## config.mk

```make
export PLATFORM = sky130hd
export DESIGN_NAME = pipe_hazard_unit
export DESIGN_NICKNAME = d
export VERILOG_FILES = /design/src/rtl/pipe_hazard_unit_pkg.sv /design/src/rtl/pipe_hazard_match.sv /design/src/rtl/pipe_hazard_unit.sv
export SDC_FILE = /design/constraint.sdc
export NUM_CORES = 1
export LEC_CHECK = 0
export ABC_CLOCK_PERIOD_IN_PS = 2500
export CAP_MARGIN = 30
export CORE_UTILIZATION = 47
export DETAILED_ROUTE_END_ITERATION = 6
export GPL_ROUTABILITY_DRIVEN = 0
export GPL_TIMING_DRIVEN = 0
export PLACE_DENSITY = 0.77
export RECOVER_POWER = 50
export SYNTH_ARGS = -nofsm -noshare
export SYNTH_HDL_FRONTEND = slang
export SYNTH_SLANG_ARGS = --single-unit
```

## constraint.sdc

```tcl
create_clock -name clk -period 2.5 [get_ports clk]
set_input_delay 0.25 -clock clk [delete_from_list [all_inputs] [get_ports clk]]
set_output_delay 0.25 -clock clk [all_outputs]
set_load 0.02 [all_outputs]
```

## src/rtl/pipe_hazard_unit_pkg.sv

```systemverilog
// rtl/pipe_hazard_unit_pkg.sv - shared record types and helpers for the pipeline hazard unit
package pipe_hazard_unit_pkg;

    // Upper bound on register address width; narrower addresses are zero-extended into rd
    localparam int MAX_REG_AW = 8;

    typedef enum logic [1:0] {
        CLS_ALU = 2'd0,
        CLS_LW  = 2'd1,
        CLS_MUL = 2'd2
    } cls_e;

    typedef struct packed {
        logic                  val;
        logic                  wen;
        logic [MAX_REG_AW-1:0] rd;
        cls_e                  cls;
    } stage_rec_t;

    function automatic int sel_width(input int nstages);
        return $clog2(nstages + 1);
    endfunction

    // A result can be forwarded from stage k once its producing unit has finished:
    // ALU in X, the multiplier once it has left X, a load once past the memory stage
    function automatic logic is_ready(input cls_e cls, input int k, input int mem_stage);
        logic r;
        case (cls)
            CLS_ALU: r = 1'b1;
            CLS_MUL: r = (k >= 2);
            CLS_LW:  r = (k > mem_stage);
            default: r = 1'b0;
        endcase
        return r;
    endfunction

endpackage

```

## src/rtl/pipe_hazard_match.sv

```systemverilog
// rtl/pipe_hazard_match.sv - youngest in-flight writer lookup for one source operand
// recs: stage records 1..NSTAGES; src_en/src: operand read enable and address
// hit: a writer of src is in flight; ready: its result is forwardable; k: its stage
module pipe_hazard_match
    import pipe_hazard_unit_pkg::*;
#(
    parameter int NSTAGES   = 3,
    parameter int MEM_STAGE = 2,
    parameter int REG_AW    = 5,
    parameter int SEL_W     = sel_width(NSTAGES)
) (
    input  stage_rec_t [NSTAGES:1] recs,
    input  logic                   src_en,
    input  logic [REG_AW-1:0]      src,
    output logic                   hit,
    output logic                   ready,
    output logic [SEL_W-1:0]       k
);

    // Scan oldest to youngest so the lowest-numbered (youngest) match is the one kept
    always_comb begin
        hit   = 1'b0;
        ready = 1'b0;
        k     = '0;
        for (int s = NSTAGES; s >= 1; s--) begin
            if (src_en && (src != '0) && recs[s].val && recs[s].wen &&
                (recs[s].rd == MAX_REG_AW'(src))) begin
                hit   = 1'b1;
                ready = is_ready(recs[s].cls, s, MEM_STAGE);
                k     = SEL_W'(s);
            end
        end
    end

endmodule

```

## src/rtl/pipe_hazard_unit.sv

```systemverilog
// rtl/pipe_hazard_unit.sv - stall/bypass/writeback control for TinyRV1; forwarding enabled by PIPE_HAZARD_BYPASS_EN
module pipe_hazard_unit
    import pipe_hazard_unit_pkg::*;
#(
    parameter int NSTAGES   = 3,
    parameter int MEM_STAGE = 2,
    parameter int MUL_LAT   = 4,
    parameter int REG_AW    = 5
) (
    input  logic                           clk,
    input  logic                           rst,            // synchronous, active high
    input  logic                           val_D,          // decode instruction
    input  logic                           squash_D,
    input  logic                           rs1_en_D,
    input  logic                           rs2_en_D,
    input  logic [REG_AW-1:0]              rs1_D,
    input  logic [REG_AW-1:0]              rs2_D,
    input  logic                           rf_wen_D,
    input  logic [REG_AW-1:0]              rd_D,
    input  logic                           is_lw_D,
    input  logic                           is_mul_D,
    input  logic                           mem_wait_M,     // dmem response outstanding
    output logic                           stall_F,        // stall controls
    output logic                           stall_D,
    output logic                           stall_X,
    output logic                           stall_M,
    output logic [$clog2(NSTAGES+1)-1:0]   op1_byp_sel_D,  // 0 = RF, k = stage k
    output logic [$clog2(NSTAGES+1)-1:0]   op2_byp_sel_D,
    output logic                           rf_wen_W,       // writeback
    output logic [REG_AW-1:0]              rf_waddr_W
);

    localparam int         SEL_W    = sel_width(NSTAGES);
    localparam logic [3:0] MUL_LAST = 4'(MUL_LAT - 1);

    stage_rec_t [NSTAGES:1] rec_q, rec_d;
    logic [3:0]             mul_cnt_q, mul_cnt_d;

    logic             hit1, hit2, rdy1, rdy2;
    logic [SEL_W-1:0] k1, k2;
    logic             haz1, haz2;
    logic [SEL_W-1:0] sel1, sel2;
    logic             s1_mul, hold_x, hazard;
    stage_rec_t       issue_rec;

    pipe_hazard_match #(
        .NSTAGES(NSTAGES), .MEM_STAGE(MEM_STAGE), .REG_AW(REG_AW), .SEL_W(SEL_W)
    ) u_match_rs1 (
        .recs(rec_q), .src_en(rs1_en_D), .src(rs1_D), .hit(hit1), .ready(rdy1), .k(k1)
    );

    pipe_hazard_match #(
        .NSTAGES(NSTAGES), .MEM_STAGE(MEM_STAGE), .REG_AW(REG_AW), .SEL_W(SEL_W)
    ) u_match_rs2 (
        .recs(rec_q), .src_en(rs2_en_D), .src(rs2_D), .hit(hit2), .ready(rdy2), .k(k2)
    );

`ifdef PIPE_HAZARD_BYPASS_EN
    always_comb begin
        haz1 = hit1 & ~rdy1;
        haz2 = hit2 & ~rdy2;
        sel1 = (hit1 & rdy1) ? k1 : '0;
        sel2 = (hit2 & rdy2) ? k2 : '0;
    end
`else
    // Without forwarding the operand must come from the register file, so any
    // in-flight writer blocks decode until it has retired
    logic unused_match;
    assign unused_match = ^{rdy1, rdy2, k1, k2};

    always_comb begin
        haz1 = hit1;
        haz2 = hit2;
        sel1 = '0;
        sel2 = '0;
    end
`endif

    always_comb begin
        s1_mul  = rec_q[1].val && (rec_q[1].cls == CLS_MUL);
        hold_x  = s1_mul && (mul_cnt_q != MUL_LAST);
        hazard  = haz1 | haz2;

        stall_D = val_D & (hazard | hold_x | mem_wait_M);
        stall_F = stall_D;
        stall_X = hold_x | mem_wait_M;
        stall_M = mem_wait_M;

        op1_byp_sel_D = sel1;
        op2_byp_sel_D = sel2;

        rf_wen_W   = rec_q[NSTAGES].val & rec_q[NSTAGES].wen;
        rf_waddr_W = rec_q[NSTAGES].rd[REG_AW-1:0];
    end

    always_comb begin
        issue_rec     = '0;
        issue_rec.val = val_D & ~squash_D & ~stall_D;
        issue_rec.wen = rf_wen_D;
        issue_rec.rd  = MAX_REG_AW'(rd_D);
        issue_rec.cls = is_lw_D ? CLS_LW : (is_mul_D ? CLS_MUL : CLS_ALU);
    end

    // The frozen region (1..MEM_STAGE on a memory wait, 1 on a multiply hold)
    // keeps its records; the stage right above it receives a bubble
    always_comb begin
        rec_d = rec_q;
        if (mem_wait_M) begin
            for (int s = NSTAGES; s > MEM_STAGE + 1; s--) begin
                rec_d[s] = rec_q[s-1];
            end
            rec_d[MEM_STAGE+1] = '0;
        end else if (hold_x) begin
            for (int s = NSTAGES; s > 2; s--) begin
                rec_d[s] = rec_q[s-1];
            end
            rec_d[2] = '0;
        end else begin
            for (int s = NSTAGES; s > 1; s--) begin
                rec_d[s] = rec_q[s-1];
            end
            rec_d[1] = issue_rec;
        end
    end

    // Counter runs while a MUL sits in X, including memory freezes, and restarts
    // whenever stage 1 advances so a following MUL starts from zero
    always_comb begin
        mul_cnt_d = '0;
        if (s1_mul && (hold_x || mem_wait_M)) begin
            mul_cnt_d = (mul_cnt_q == MUL_LAST) ? mul_cnt_q : mul_cnt_q + 4'd1;
        end
    end

    always_ff @(posedge clk) begin
        if (rst) begin
            rec_q     <= '0;
            mul_cnt_q <= '0;
        end else begin
            rec_q     <= rec_d;
            mul_cnt_q <= mul_cnt_d;
        end
    end

endmodule

```

* Yosys cells after proc, flatten, opt, wreduce, memory -nomap -nowiden
Index checks and enable logic that the tools add are counted.
** Storage, ports and cells
- Register bits :: 33
- Input bits :: 25
- Output and inout bits :: 14
** Operators by class
- Add/sub/neg operators :: 1
- Equal/unequal tests :: 9
- Multiplexer cells :: 9
- Bitwise gates (word level) :: 13
- Reductions and logical operators :: 29
** Operators by type and width (number)
- equality test 8 x 5 -> 1 bit :: 4
- logical AND 1 bit :: 23
- 2-to-1 mux 12 bit :: 1
- equality test 5 bit :: 2
- nonzero test 5 bit :: 2
- 2-to-1 mux 1 bit :: 6
- inverter 1 bit :: 5
- adder 4 x 1 -> 4 bit (second input constant) :: 1
- bitwise AND 1 bit :: 4
- equality test 4 x 2 -> 1 bit (second input constant) :: 1
- 2-to-1 mux 2 bit :: 2
- inequality test 4 x 2 -> 1 bit (second input constant) :: 1
- OR 1 bit :: 4
- OR reduction 2 bit :: 2
- equality test 2 bit (second input constant) :: 1
- AND reduction 2 bit :: 1
- logical OR 1 bit :: 1

* Depth between registers and ports, before layout
Gate-level depths: netlist of the first run.
- Depth after elaboration :: 14
- Depth in mapped cells :: 8
- Mapped depth without buffers :: 7

* Hierarchy
Synthesis of the first run repeated with hierarchy kept, for this count alone.
** Unflattened totals
- Cell total of the unflattened synthesis :: 235
- Area total of the unflattened synthesis :: 1939.4 µm²
** Modules (own cells, without submodules)
- pipe_hazard_unit :: instances 1, cells an instance 143, area an instance 1328.8 µm², sequential area each 620.6 µm²
- pipe_hazard_match :: instances 2, cells an instance 46, area an instance 305.3 µm², sequential area each 0.0 µm²

* Worst setup path after synthesis of the first run
OpenSTA, ideal clock, no wires.
- Kind :: reg-to-output
- Start :: reg mul_cnt_q[0]
- End :: out stall_F
- Arrival time :: 1.923 ns
- Required time :: 2.250 ns
- Setup slack :: 0.327 ns
- Stages on the path, launching flop included :: 9
- Buffers on the path :: 2
- Path through :: dfxtp_1 > ha_1 > nor3b_4 > nor2_1 > nor2_4 > inv_2 > clkbuf_1 > o31a_1 > buf_4
** On the way
- Cells in the longest elaborated chain, start to end :: 5
** RTL lines
- start, declared :: line pipe_hazard_unit.sv:37 : logic [3:0] mul_cnt_q, mul_cnt_d;
- start signal, assigned :: line pipe_hazard_unit.sv:141 : mul_cnt_q <= mul_cnt_d;
- inequality test 4 x 2 -> 1 bit :: line pipe_hazard_unit.sv:81 : hold_x = s1_mul && (mul_cnt_q != MUL_LAST);
- logical AND 1 bit :: line pipe_hazard_unit.sv:81
- OR 1 bit (2 in a row) :: line pipe_hazard_unit.sv:84 : stall_D = val_D & (hazard | hold_x | mem_wait_M);
- bitwise AND 1 bit :: line pipe_hazard_unit.sv:84
- end, declared :: line pipe_hazard_unit.sv:23 : output logic stall_F,
No other way between the ends.

* Worst setup path after layout of the first run
- Start :: in rs1_D[3]
- End :: out stall_F
** On the way
- Cells in the longest elaborated chain, start to end :: 12
- Elaborated cells between the ends (all ways) :: 21
** RTL lines
- start, declared :: line pipe_hazard_unit.sv:16 : input logic [REG_AW-1:0] rs1_D,
- nonzero test 5 bit :: line pipe_hazard_match.sv:26 : if (src_en && (src != '0) && recs[s].val && recs[s].wen &&
- logical AND 1 bit (4 in a row) :: line pipe_hazard_match.sv:26
- 2-to-1 mux 1 bit (2 in a row) :: line pipe_hazard_match.sv:26
- 2-to-1 mux 1 bit (*) :: line pipe_hazard_match.sv:26
- OR 1 bit (*) :: line pipe_hazard_unit.sv:82 : hazard = haz1 | haz2;
- OR 1 bit (*) (2 in a row) :: line pipe_hazard_unit.sv:84
- bitwise AND 1 bit (*) :: line pipe_hazard_unit.sv:84
Mark *: on every way between the ends. The rest lies on a longest branch, timed or not.

==> results of run 1 <==
==> repair_timing <==
item,in CTS,in global routing
gates resized for setup,11,5
endpoints found under the setup margin,3,3
pin swaps,2,0
buffers inserted,1,1
==> sequential cells by signal (all words and copies together) (netlist names) <==
name,cells
rec_q,18
rf_waddr_W,5
mul_cnt_q,4
==> worst max-delay path: cells and delay by family <==
family                 cells  cell delay [ns]
buffers and inverters      3             0.78
AND/OR/NAND/NOR            1             0.50
AO/OA/AOI/OAI              3             0.59
==> kinds of logic (layout without fill, tap and decap cells) <==
family / count (synthesis) / after routing / share of synthesized area, %
AND/OR/NAND/NOR: 59 / 59 / 22.6
other: 1 / 4 / 0.264
adder cells (fa/ha/maj): 1 / 1 / 0.880
AO/OA/AOI/OAI: 21 / 21 / 9.59
multiplexers: 2 / 2 / 1.50
flip-flops: 27 / 27 / 38.0
buffers and inverters: 17 / 55 / 7.39
XOR/XNOR: 32 / 32 / 19.7
==> per-layer routing <==
layer | track usage, % | vias to the layer above | wire [um]
li1 | - | 612 | -
met3 | 1.59 | 7 | 129
met1 | 26.8 | 575 | 1410
met4 | 9.41 | 0 | 63
met5 | 0 | - | 0
met2 | 37.5 | 37 | 1630
==> final cells by class <==
cell class / instances / area share (%)
Multi-Input combinational cell: 119 / 43.7
Sequential cell: 27 / 29.2
Timing Repair Buffer: 35 / 18.1
Buffer: 15 / 5.25
Tap cell: 31 / 2.09
Clock buffer: 4 / 1.41
Inverter: 1 / 0.202
==> worst max-delay path by stage <==
| stage | from | endpoint | slack, ns | cells past startpoint |
|---|---|---|---|---|
| floorplan | mul_cnt_q[0] | stall_F | 0.33 | 8 |
| global placement | rs1_D[0] | stall_F | -0.37 | 8 |
| detailed placement | rs1_D[0] | stall_F | -0.47 | 8 |
| CTS | rs2_D[2] | stall_D | 0.03 | 7 |
| global route | mul_cnt_q[0] | stall_F | 0.0006 | 8 |
| finish | rs1_D[3] | stall_F | 0.12 | 7 |
==> cells in the mapped netlist (all sizes together) <==
cell     n
mux2i    1
conb     1
clkbuf   5
a22oi    7
o31a     1
or4      2
o21ai    2
or4b     1
nand4    4
nand3    3
mux2     1
dfxtp   27
o31ai    1
nor2    13
nand2   16
a31oi    2
nor3b    1
nand3b   3
or3      1
and2     8
nor3     1
inv      1
a21oi    8
xor2    26
nor4     6
xnor2    6
buf     11
ha       1
==> report_power, final <==
group          internal [W]  total (W)  switching, W
Sequential         0.000442   0.000458     0.0000153
Combinational     0.0000748   0.000145     0.0000707
Clock             0.0000625   0.000186      0.000123
Total              0.000580   0.000789      0.000209
==> metrics by stage <==
stage	hold slack, ns	instances	util [%]
6_report	0.360	232	66.2
5_1_grt	0.379	232	66.2
4_1_cts	0.365	231	65.7
3_5_place_dp	0.447	227	64.2
3_3_place_gp	0.444	227	64.2
2_1_floorplan	0.386	163	-
==> impl_metrics.py, run 1 <==
metrics = {
    "layout": {
        "multi_input_area_um2": 812,
        "syn_to_final_growth_pct": 30.7,
        "layout_common_cells": "xor2_1 (26), clkdlybuf4s50_1 (25), dfxtp_1 (25), nand2_1 (16), buf_4 (14)",
        "num-fill-cells": 249,
        "drive_gt1_share_pct": 14.4,
        "diodes": 0,
        "regArea_um2": 543,
        "final_common_cell": "xor2_1",
        "stdcell_area_mm2": 0.00186,
        "final_nets": 228,
    },
    "detailed_routing": {
        "via_count": 1231,
        "wl_mm": 3.23,
        "drc": 8,
        "first_pass_iters": 6,
        "avgViaCountPerCell": 5.31,
        "drtIter0Drc": 60,
        "ant_nets": 0,
        "wl_per_cell_um": 13.9,
    },
    "timing": {
        "max_freq_mhz": 420,
        "hold_violations": 0,
        "post-route-min-period_ns": 2.38,
        "fin_ws_ns": 0.122,
        "fin_crit_sh_pct": 95.1,
        "setup_viol": 0,
        "final.setup_skew_ns": 0.00882,
        "tns_ns": 0,
        "drv_slew": 0,
        "rsz0062_at_grt": "false",
    },
    "run": {
        "cap_violations": 0,
    },
    "global_route": {
        "grt_usage_pct": 21.3,
        "grt_first_pass_wirelength_mm": 5.39,
        "grt_max_degree": 15,
        "grt.overflow.total": 0,
        "grt_antenna_before_repair": 0,
        "grt_pass1_vias": 1170,
    },
    "power": {
        "power.density_mw_per_mm2": 424,
        "irDropWorstVdd_mv": 0.341,
        "power_w": 0.000789,
        "power_leakage_nw": 0.766,
    },
    "critical_path": {
        "worstPathCellList": "clkdlybuf4s50_1 -> or4_1 -> o21ai_1 -> a31oi_2 -> o31a_1 -> buf_4 -> buf_4",
        "r2r_start": "mul_cnt_q[0]",
        "crit_arrival_ns": 2.13,
        "worst_path_max_delay_cell": "clkdlybuf4s50_1",
        "reg2reg_to": "rec_q[18]",
        "regToRegSetupSlack_ns": 0.59,
        "ff2ff_path_depth": 8,
        "max_stage_delay_ns": 0.51,
        "critical_path.endpoint_type": "output port",
        "cp-start-kind": "input port",
        "crit_top_cell": "buf_4",
        "crit_fanout": 4,
        "required_ns": 2.25,
        "path_class": "in2out",
    },
    "cts": {
        "cts_tree": "done",
        "cts_buffer_depth": 2,
        "root_buffer": "clkbuf_4",
        "cts_max_level": 1,
        "clk_pin_slew_ns": 0.14,
        "clk_latency_ns": 0.32,
        "cts.sinks": 27,
        "holdBufCountCts": 0,
        "cts_made_buffers": 3,
    },
    "place": {
        "hpwl_mm": 2.53,
        "io_buffers": 33,
        "pre_cts_slack_ns": -0.468,
        "postPlaceCellArea_mm2": 0.00180,
    },
    "synth": {
        "ys_ff_latch": 27,
        "avgSynthCellArea_um2": 8.88,
        "yosysWarnings": 0,
        "synth_top_area_share_pct": 38.0,
        "synth_cells": 160,
        "synth_top_cell_by_area": "dfxtp_1",
        "seq_area_frac_synth_pct": 38.0,
        "synthTopCellsByArea": "dfxtp_1 (38%), xor2_1 (16%), buf_4 (5.8%)",
        "ys_types": 30,
        "netlist_area_mm2": 0.00142,
    },
    "floorplanning": {
        "ios": 39,
        "die-area_mm2": 0.00325,
        "die_x_um": 57.0,
        "initial_utilization_pct": 50.7,
        "placementRows": 19,
        "die_h_um": 57.0,
        "fp.coreArea_mm2": 0.00281,
    },
    "hold_path": {
        "hold_depth": 3,
        "holdPathEnd": "rec_q[0]",
        "hp-class": "in2reg",
        "min-delay-start": "mem_wait_M",
    },
    "run_status": {
        "outcome": "finished, violations left",
        "violations": "DRC",
    },
}
(Power assumes the default switching activity.)
==> inputs of run 2 (changes only) <==
HOLD_SLACK_MARGIN = 0.03   (was not set)
==> results of run 2 <==
Final layout, timing and power as in run 1 (identical DEF).
